### config.mk
export PLATFORM = sky130hd
export DESIGN_NAME = td4_prog_loader
export DESIGN_NICKNAME = d
export VERILOG_FILES = /design/src/rtl/td4_pkg.sv /design/src/rtl/td4_prog_loader.sv
export SDC_FILE = /design/constraint.sdc
export NUM_CORES = 1
export LEC_CHECK = 0
export CORE_MARGIN = 2
export CORE_UTILIZATION = 37
export DETAILED_ROUTE_END_ITERATION = 10
export PLACE_DENSITY = 0.68
export SLEW_MARGIN = 5
export SYNTH_ARGS = -nofsm -noshare
export SYNTH_HDL_FRONTEND = slang
export SYNTH_SLANG_ARGS = --single-unit
export TNS_END_PERCENT = 20
### constraint.sdc
create_clock -name clock -period 2.3 [get_ports clock]
set_input_delay 0.23 -clock clock [delete_from_list [all_inputs] [get_ports clock]]
set_output_delay 0.23 -clock clock [all_outputs]
set_load 0.005 [all_outputs]
### src/rtl/td4_pkg.sv
// td4_pkg
// Shared definitions for the TD4 program loader: loader state encoding,
// program memory geometry and the frame start byte.
// No ports; imported by td4_prog_loader.

package td4_pkg;

    typedef enum logic [2:0] {
        IDLE  = 3'd0,
        SYNC  = 3'd1,
        LOAD  = 3'd2,
        CHECK = 3'd3,
        RUN   = 3'd4,
        ERROR = 3'd5
    } state_e;

    localparam int         PROG_DEPTH   = 16;
    localparam int         PROG_ADDR_W  = 4;
    localparam logic [7:0] FRAME_HEADER = 8'hA5;

endpackage

### src/rtl/td4_prog_loader.sv
// td4_prog_loader
// Receives a framed byte stream (header, DEPTH program bytes, checksum) over
// a valid/ready handshake, writes the program bytes into the TD4 instruction
// memory and holds the core in reset until the checksum has verified.
//
// Ports:
//   clock        system clock, rising edge
//   reset        synchronous active-high reset
//   start        one-cycle pulse that begins or restarts a load
//   in_data      stream byte
//   in_valid     in_data valid
//   in_ready     loader accepts a byte this cycle (registered, state only)
//   mem_we       instruction memory write strobe, one cycle per byte
//   mem_addr     instruction memory write address
//   mem_wdata    instruction memory write data
//   cpu_reset_n  active-low reset to the core, high only in RUN
//   done         frame loaded and checksum verified
//   error        checksum mismatch
//   byte_count   program bytes written in the current frame, 0..DEPTH

module td4_prog_loader
    import td4_pkg::*;
#(
    parameter int         DEPTH  = PROG_DEPTH,
    parameter int         ADDR_W = PROG_ADDR_W,
    parameter logic [7:0] HEADER = FRAME_HEADER
) (
    input  logic              clock,
    input  logic              reset,
    input  logic              start,
    input  logic [7:0]        in_data,
    input  logic              in_valid,
    output logic              in_ready,
    output logic              mem_we,
    output logic [ADDR_W-1:0] mem_addr,
    output logic [7:0]        mem_wdata,
    output logic              cpu_reset_n,
    output logic              done,
    output logic              error,
    output logic [ADDR_W:0]   byte_count
);

    localparam int                 COUNT_W    = ADDR_W + 1;
    localparam logic [COUNT_W-1:0] LAST_COUNT = COUNT_W'(DEPTH - 1);

    state_e state_q, state_d;

    logic              in_ready_q, in_ready_d;
    logic              mem_we_q, mem_we_d;
    logic [ADDR_W-1:0] mem_addr_q, mem_addr_d;
    logic [7:0]        mem_wdata_q, mem_wdata_d;
    logic              cpu_reset_n_q, cpu_reset_n_d;
    logic              done_q, done_d;
    logic              error_q, error_d;
    logic [COUNT_W-1:0] byte_count_q, byte_count_d;
    logic [ADDR_W-1:0] addr_q, addr_d;
    logic [7:0]        sum_q, sum_d;

    logic       handshake;
    logic [7:0] sum_plus_in;

    // in_ready_q already reflects the current state, so the handshake needs
    // no combinational path from in_valid back to in_ready.
    assign handshake   = in_valid && in_ready_q;
    assign sum_plus_in = sum_q + in_data;

    // State register.
    always_ff @(posedge clock) begin
        if (reset) begin
            state_q <= IDLE;
        end else begin
            state_q <= state_d;
        end
    end

    // Next-state logic. start wins over any byte offered in the same cycle.
    always_comb begin
        state_d = state_q;
        case (state_q)
            IDLE: begin
                if (start) state_d = SYNC;
            end
            SYNC: begin
                if (start) begin
                    state_d = SYNC;
                end else if (handshake && in_data == HEADER) begin
                    state_d = LOAD;
                end
            end
            LOAD: begin
                // Leaving LOAD is driven by the byte count, not the address
                // wrap, so a header value inside the body is just data.
                if (start) begin
                    state_d = SYNC;
                end else if (handshake && byte_count_q == LAST_COUNT) begin
                    state_d = CHECK;
                end
            end
            CHECK: begin
                if (start) begin
                    state_d = SYNC;
                end else if (handshake) begin
                    state_d = (sum_plus_in == 8'h00) ? RUN : ERROR;
                end
            end
            RUN, ERROR: begin
                if (start) state_d = SYNC;
            end
            default: state_d = IDLE;
        endcase
    end

    // Output decode. Status outputs are computed from the next state so that
    // the registered copies line up with the state register.
    always_comb begin
        in_ready_d    = (state_d == SYNC) || (state_d == LOAD) || (state_d == CHECK);
        done_d        = (state_d == RUN);
        error_d       = (state_d == ERROR);
        cpu_reset_n_d = (state_d == RUN);
    end

    // Write port, address counter, byte counter and checksum accumulator.
    // Write address/data hold their last value between strobes.
    always_comb begin
        mem_we_d     = 1'b0;
        mem_addr_d   = mem_addr_q;
        mem_wdata_d  = mem_wdata_q;
        addr_d       = addr_q;
        sum_d        = sum_q;
        byte_count_d = byte_count_q;
        if (start) begin
            addr_d       = '0;
            sum_d        = 8'h00;
            byte_count_d = '0;
        end else if (handshake) begin
            case (state_q)
                SYNC: begin
                    if (in_data == HEADER) begin
                        addr_d       = '0;
                        sum_d        = 8'h00;
                        byte_count_d = '0;
                    end
                end
                LOAD: begin
                    mem_we_d     = 1'b1;
                    mem_addr_d   = addr_q;
                    mem_wdata_d  = in_data;
                    addr_d       = addr_q + ADDR_W'(1);
                    sum_d        = sum_plus_in;
                    byte_count_d = byte_count_q + COUNT_W'(1);
                end
                default: begin
                end
            endcase
        end
    end

    // Output and datapath registers.
    always_ff @(posedge clock) begin
        if (reset) begin
            in_ready_q    <= 1'b0;
            mem_we_q      <= 1'b0;
            mem_addr_q    <= '0;
            mem_wdata_q   <= 8'h00;
            cpu_reset_n_q <= 1'b0;
            done_q        <= 1'b0;
            error_q       <= 1'b0;
            byte_count_q  <= '0;
            addr_q        <= '0;
            sum_q         <= 8'h00;
        end else begin
            in_ready_q    <= in_ready_d;
            mem_we_q      <= mem_we_d;
            mem_addr_q    <= mem_addr_d;
            mem_wdata_q   <= mem_wdata_d;
            cpu_reset_n_q <= cpu_reset_n_d;
            done_q        <= done_d;
            error_q       <= error_d;
            byte_count_q  <= byte_count_d;
            addr_q        <= addr_d;
            sum_q         <= sum_d;
        end
    end

    assign in_ready    = in_ready_q;
    assign mem_we      = mem_we_q;
    assign mem_addr    = mem_addr_q;
    assign mem_wdata   = mem_wdata_q;
    assign cpu_reset_n = cpu_reset_n_q;
    assign done        = done_q;
    assign error       = error_q;
    assign byte_count  = byte_count_q;

endmodule

After elaboration in Yosys (flattened, before gate mapping) --
Index checks and enable logic that the tools add are counted.
Operators by class: add/sub/neg operators 3, multipliers 0, divide/modulo/power cells 0, magnitude comparators 0, eq/ne operators 13, shift operators 0, multiplexer cells 16, bitwise logic cells 2, reduce and logical (&&, ||, !) cells 13
Operators by type and width (count):
- two-way mux 3 bit | 7
- one-hot mux 8 bit (2 select lines) | 1
- equality test 3 x 2 -> 1 bit, second input constant | 4
- equality test 3 bit, second input constant | 4
- one-hot mux 3 bit (4 select lines) | 1
- one-hot mux 5 bit (2 select lines) | 1
- adder 8 bit | 1
- equality test 8 bit, second input constant | 1
- logical NOT 8 bit | 1
- two-way mux 8 bit | 1
- one-hot mux 4 bit (2 select lines) | 1
- equality test 3 x 1 -> 1 bit, second input constant | 2
- AND reduction 3 bit | 2
- OR reduction 3 bit | 2
- adder 5 x 1 -> 5 bit, second input constant | 1
- equality test 5 x 4 -> 1 bit, second input constant | 1
- two-way mux 5 bit | 1
- adder 4 x 1 -> 4 bit, second input constant | 1
- two-way mux 4 bit | 1
- logical AND 1 bit | 3
- logical NOT 3 bit | 1
- logical OR 1 bit | 2
- two-way mux 1 bit | 2
- inequality test 2 bit, second input constant | 1
- other kinds (3) | 4
Storage, ports and cells: register bits after elaboration 36, latch bits 0, bits in writable memories 0, memory bits (read-only) 0, bits of input ports 12, output and inout bits 22, logic and storage cells 57, memories kept 0

Logic depth before layout (Yosys ltp) --
Gate-level depths: netlist of the first run.
depth after elaboration 9, gate-level depth with buffers 8, depth with buffers taken out 8

Worst setup path after synthesis of the first run --
OpenSTA, ideal clock, no wires.
path kind register to register, start point reg sum_q[0], end point reg done_q, in the netlist done, setup time 0.060 ns, data arrival time 2.211 ns, required time 2.240 ns, path slack 0.030 ns, cell stages (with the launch flop) 9, buffers on the path 0, period minus slack after synthesis 2.270 ns, cell sequence dfxtp_1 > ha_1 > fa_1 > xor2_1 > or4_1 > a21oi_1 > nand4_1 > o41ai_2 > and2_1
Between the ends: cells in the longest elaborated chain, start to end 7
RTL lines:
- start, declared | line td4_prog_loader.sv:57 | logic [7:0] sum_q, sum_d;
- start signal, assigned | line td4_prog_loader.sv:181 | sum_q <= sum_d;
- adder 8 bit | line td4_prog_loader.sv:65 | assign sum_plus_in = sum_q + in_data;
- logical NOT 8 bit | line td4_prog_loader.sv:103 | state_d = (sum_plus_in == 8'h00) ? RUN : ERROR;
- two-way mux 1 bit | line td4_prog_loader.sv:103
- two-way mux 3 bit | line td4_prog_loader.sv:102 | end else if (handshake) begin
- two-way mux 3 bit | line td4_prog_loader.sv:100 | if (start) begin
- one-hot mux 3 bit (4 select lines) | line td4_prog_loader.sv:79 | case (state_q)
- equality test 3 bit | line td4_prog_loader.sv:117 | done_d = (state_d == RUN);
- end signal, assigned | line td4_prog_loader.sv:177 | done_q <= done_d;
- end, declared | line td4_prog_loader.sv:53 | logic done_q, done_d;
No other way between the ends. A chain may end at the register's enable or synchronous reset.

Worst setup path after layout of the first run --
Same ends and word-level chain as after synthesis.

==> flow_metrics.tcl, run 1 <==
set metrics [dict create \
    hold-path-endpoint "mem_wdata[0]" \
    rrSetupSlack_ns -0.06 \
    post_synth_most_frequent_cells "sky130_fd_sc_hd__nor2_1, sky130_fd_sc_hd__dfxtp_1, sky130_fd_sc_hd__mux2i_1, sky130_fd_sc_hd__nand2_1, sky130_fd_sc_hd__ha_1" \
    timing.max_slew.rel_slack 0.673 \
    drt-wirelength-per-cell_um 13.9 \
    vias_in_the_first_global_route 1373 \
    area_growth_syn_to_layout_pct 39.5 \
    synth_area_per_cell_um2 9.04 \
    ys_async_sr_fraction 0 \
    wl_met3_um 121 \
    grt_remaining_overflow 0 \
    critical_path_peak_fanout 3 \
    worst_clock_skew_ns 0.00412 \
    vdd_drop_max_mv 0.352 \
    final_period_minus_worst_setup_slack_ns 2.36 \
    critPathArrivalTime_ns 2.60 \
    drt.antenna.violating_nets 0 \
    synth_sequential_area_ratio 0.411 \
    via_per_instance_ratio 5.12 \
    drt-pass1-iter-count 4 \
    yosys_register_bits 36 \
    worst-endpoint-required_ns 2.54 \
    start_kind "flop" \
    power.share.sequential 0.483 \
    yosys.area.top_type "sky130_fd_sc_hd__dfxtp_1" \
    numClockSinks 36 \
    grt_util_all_layers 0.170 \
    r2r_start "sum_q[0]" \
    synth_area_um2 1750 \
    largest_net_degree_at_the_start_of_global_routing 17 \
    initial_core_util 0.379 \
    core_area_um2 4630 \
    multi_input_comb_area_um2 1030 \
    worst_setup_hold_path_clk_slew_ns 0.07 \
    pin_count 34 \
    synth_enable_flop_cells 0 \
    full_die_area_um2 5300 \
    finalCritPeriodShare 1.03 \
    stdcell_count 302 \
    detail_route.wirelength_um 4210 \
    syn_inst 194 \
    reg2reg_depth 8 \
    final_setup_margin_ns -0.0599 \
    hold_path_class "flop to flop" \
    finalSetupViolCount 3 \
    globalplace.congestion 0.872 \
    std_cell_rows 25 \
    area_contributors_post_synth "sky130_fd_sc_hd__dfxtp_1, sky130_fd_sc_hd__nor2_1, sky130_fd_sc_hd__ha_1" \
    share_comb_of_total_power 0.089 \
    number_of_drc_violations_after_detailed_routing 0 \
    met2RoutedLength_um 1940 \
    synth_warnings 0 \
    startpoint "sum_q[0]" \
    fraction_of_final_layout_cells_sized_beyond_drive_strength_1 0.181 \
    fin_util 0.528 \
    failing_checks "setup timing" \
    yosysMostFrequentCell "sky130_fd_sc_hd__nor2_1" \
    die_w_um 72.8 \
    power.leakage_uw 0.000911 \
    intPower_uw 1010 \
    n_fill_cell 437 \
    first_pass_grt_wire_length_um 6760 \
    port_buffers 33 \
    antenna_violations_before_repair 0 \
    fin_total_pwr_uw 1300 \
    cts-root-buf "sky130_fd_sc_hd__clkbuf_8" \
    drv.max_cap_violation_count 0 \
    clock_tree_from_tritoncts "yes" \
    ctsHoldBuffers 0 \
    finalHoldViolCount 0 \
    htree_levels 2 \
    share_clk_of_total_power 0.428 \
    switching_share 0.228 \
    final_nets 270 \
    dpl.cell_count 294 \
    power.density_nw_per_um2 533 \
    layout.area.seq_um2 722 \
    distinct_cell_type_count_of_the_synthesized_netlist 36 \
    post-synth-top-area-fraction 0.411 \
    min-delay-start "mem_wdata[0]" \
    timing_worst_slew_pin_value_ns 0.489 \
    cts.repair_timing.setup_buffer_count 0 \
    first_iter_violations 80 \
    synth-main-ff-cell "sky130_fd_sc_hd__dfxtp_1" \
    antenna-diode-count 0 \
    switching_power_uw 297 \
    totalNegativeSetupSlack_ns -0.129 \
    met1_length_um 2070 \
    total_via_count_after_detailed_routing 1547 \
    dp.final_hpwl_um 3000 \
    numCtsBuffers 5 \
    worst_skew_pair_latency_ns 0.29 \
    clock.fmax_mhz 424 \
    drv_slew 0 \
    top_layer_used "met4" \
    grt_setup_unrepaired "yes" \
    worstHoldPathCells 2 \
    synth_nets 217 \
    max-clock-path-buffers 2 \
    end_kind "flop" \
    reg2reg_to "done" \
    timing_worst_setup_path_type "flop to flop" \
    run_status "complete, but fails checks" \
    die_height_um 72.8 \
]
==> per-stage QoR <==
step	setup WS (ns)	hold WS, ns	instance area [um^2]
floorplan	0.0295	0.377	1750
CTS	0.0173	0.434	2410
global placement	-0.483	0.474	2280
global route	-0.168	0.528	2440
detailed placement	-0.511	0.484	2280
finish	-0.0599	0.496	2440
==> sequential cells by signal, indices dropped and copies added (netlist names) <==
register / cells
sum_q: 8
in_ready: 1
done: 1
error: 1
mem_addr: 4
mem_we: 1
addr_q: 4
mem_wdata: 8
state_q: 3
byte_count: 5
==> layout by cell type (no fill, tap or decap), types with 2 or more instances in the layout <==
cell type / count
sky130_fd_sc_hd__nor2b_1: 2
sky130_fd_sc_hd__dfxtp_1: 35
sky130_fd_sc_hd__and2_1: 5
sky130_fd_sc_hd__o21bai_1: 2
sky130_fd_sc_hd__a21oi_1: 5
sky130_fd_sc_hd__xnor2_1: 5
sky130_fd_sc_hd__clkbuf_8: 5
sky130_fd_sc_hd__ha_1: 9
sky130_fd_sc_hd__buf_4: 22
sky130_fd_sc_hd__nor3_1: 2
sky130_fd_sc_hd__xor2_1: 5
sky130_fd_sc_hd__a22oi_1: 8
sky130_fd_sc_hd__nor3b_1: 2
sky130_fd_sc_hd__mux2i_1: 12
sky130_fd_sc_hd__nand4_1: 3
sky130_fd_sc_hd__nand2_1: 12
sky130_fd_sc_hd__clkdlybuf4s50_1: 32
sky130_fd_sc_hd__o21ai_0: 6
sky130_fd_sc_hd__a211oi_1: 4
sky130_fd_sc_hd__and4bb_2: 2
sky130_fd_sc_hd__nor2_1: 44
sky130_fd_sc_hd__a31oi_1: 2
==> logic make-up after synthesis <==
family / share of synthesized area
compound gates: 0.142
fa+ha+maj: 0.0828
buf+inv: 0.0343
xor+xnor: 0.0550
flops: 0.411
simple gates: 0.206
mux: 0.0685
==> critical path, stage by stage, from the launching register on <==
cell and delay [ns]:
sky130_fd_sc_hd__dfxtp_2 0.33, sky130_fd_sc_hd__ha_4 0.16, sky130_fd_sc_hd__fa_2 0.36, sky130_fd_sc_hd__xor2_2 0.17, sky130_fd_sc_hd__or4_4 0.48, sky130_fd_sc_hd__a21oi_2 0.12
sky130_fd_sc_hd__nand4_1 0.15, sky130_fd_sc_hd__o41ai_4 0.37, sky130_fd_sc_hd__and2_1 0.17
==> power by group through the flow <==
stage               clock network [uW]  registers [uW]  logic, uW
detailed placement                   0             644        108
global route                       590             630        126
floorplan                            0             643       48.8
global placement                     0             644        107
finish                             558             629        116
CTS                                567             629        110
==> routing by layer <==
metal | vias up | global-route usage
met1 | 730 | 0.215
li1 | 786 | -
met4 | 0 | 0.0864
met5 | - | 0
met3 | 6 | 0.0442
met2 | 25 | 0.267
==> cell type report <==
cell class | instances | area share
clock buffer | 5 | 0.0281
clock inverter | 3 | 0.0174
inverter | 1 | 0.00154
multi-input combinational | 147 | 0.420
sequential | 36 | 0.295
tap | 54 | 0.0276
timing repair buffer | 56 | 0.210
==> how the worst max path moves through the flow <==
stage / to / cells past startpoint
final: done / 8
after global routing: done / 8
after CTS: done / 7
after detailed placement: done / 9
after global placement: done / 9
after floorplan: done / 8
==> timing repair <==
| item | in CTS | in global routing |
|---|---|---|
| pin swaps | 5 | 6 |
| gates resized for setup | 5 | 6 |
| setup endpoints to repair | 3 | 4 |
| cloned | 0 | 0 |
(Power assumes the default switching activity.)
==> run 2, diff against run 1 <==
==> constraint.sdc (replaced) <==
create_clock -name clock -period 2.3 [get_ports clock]
set_input_delay 0.23 -clock clock [delete_from_list [all_inputs] [get_ports clock]]
set_output_delay 0.23 -clock clock [all_outputs]
set_load 0.01 [all_outputs]
==> results of run 2 <==
The final DEF is identical to that of run 1. Status: complete, but fails checks: setup timing.
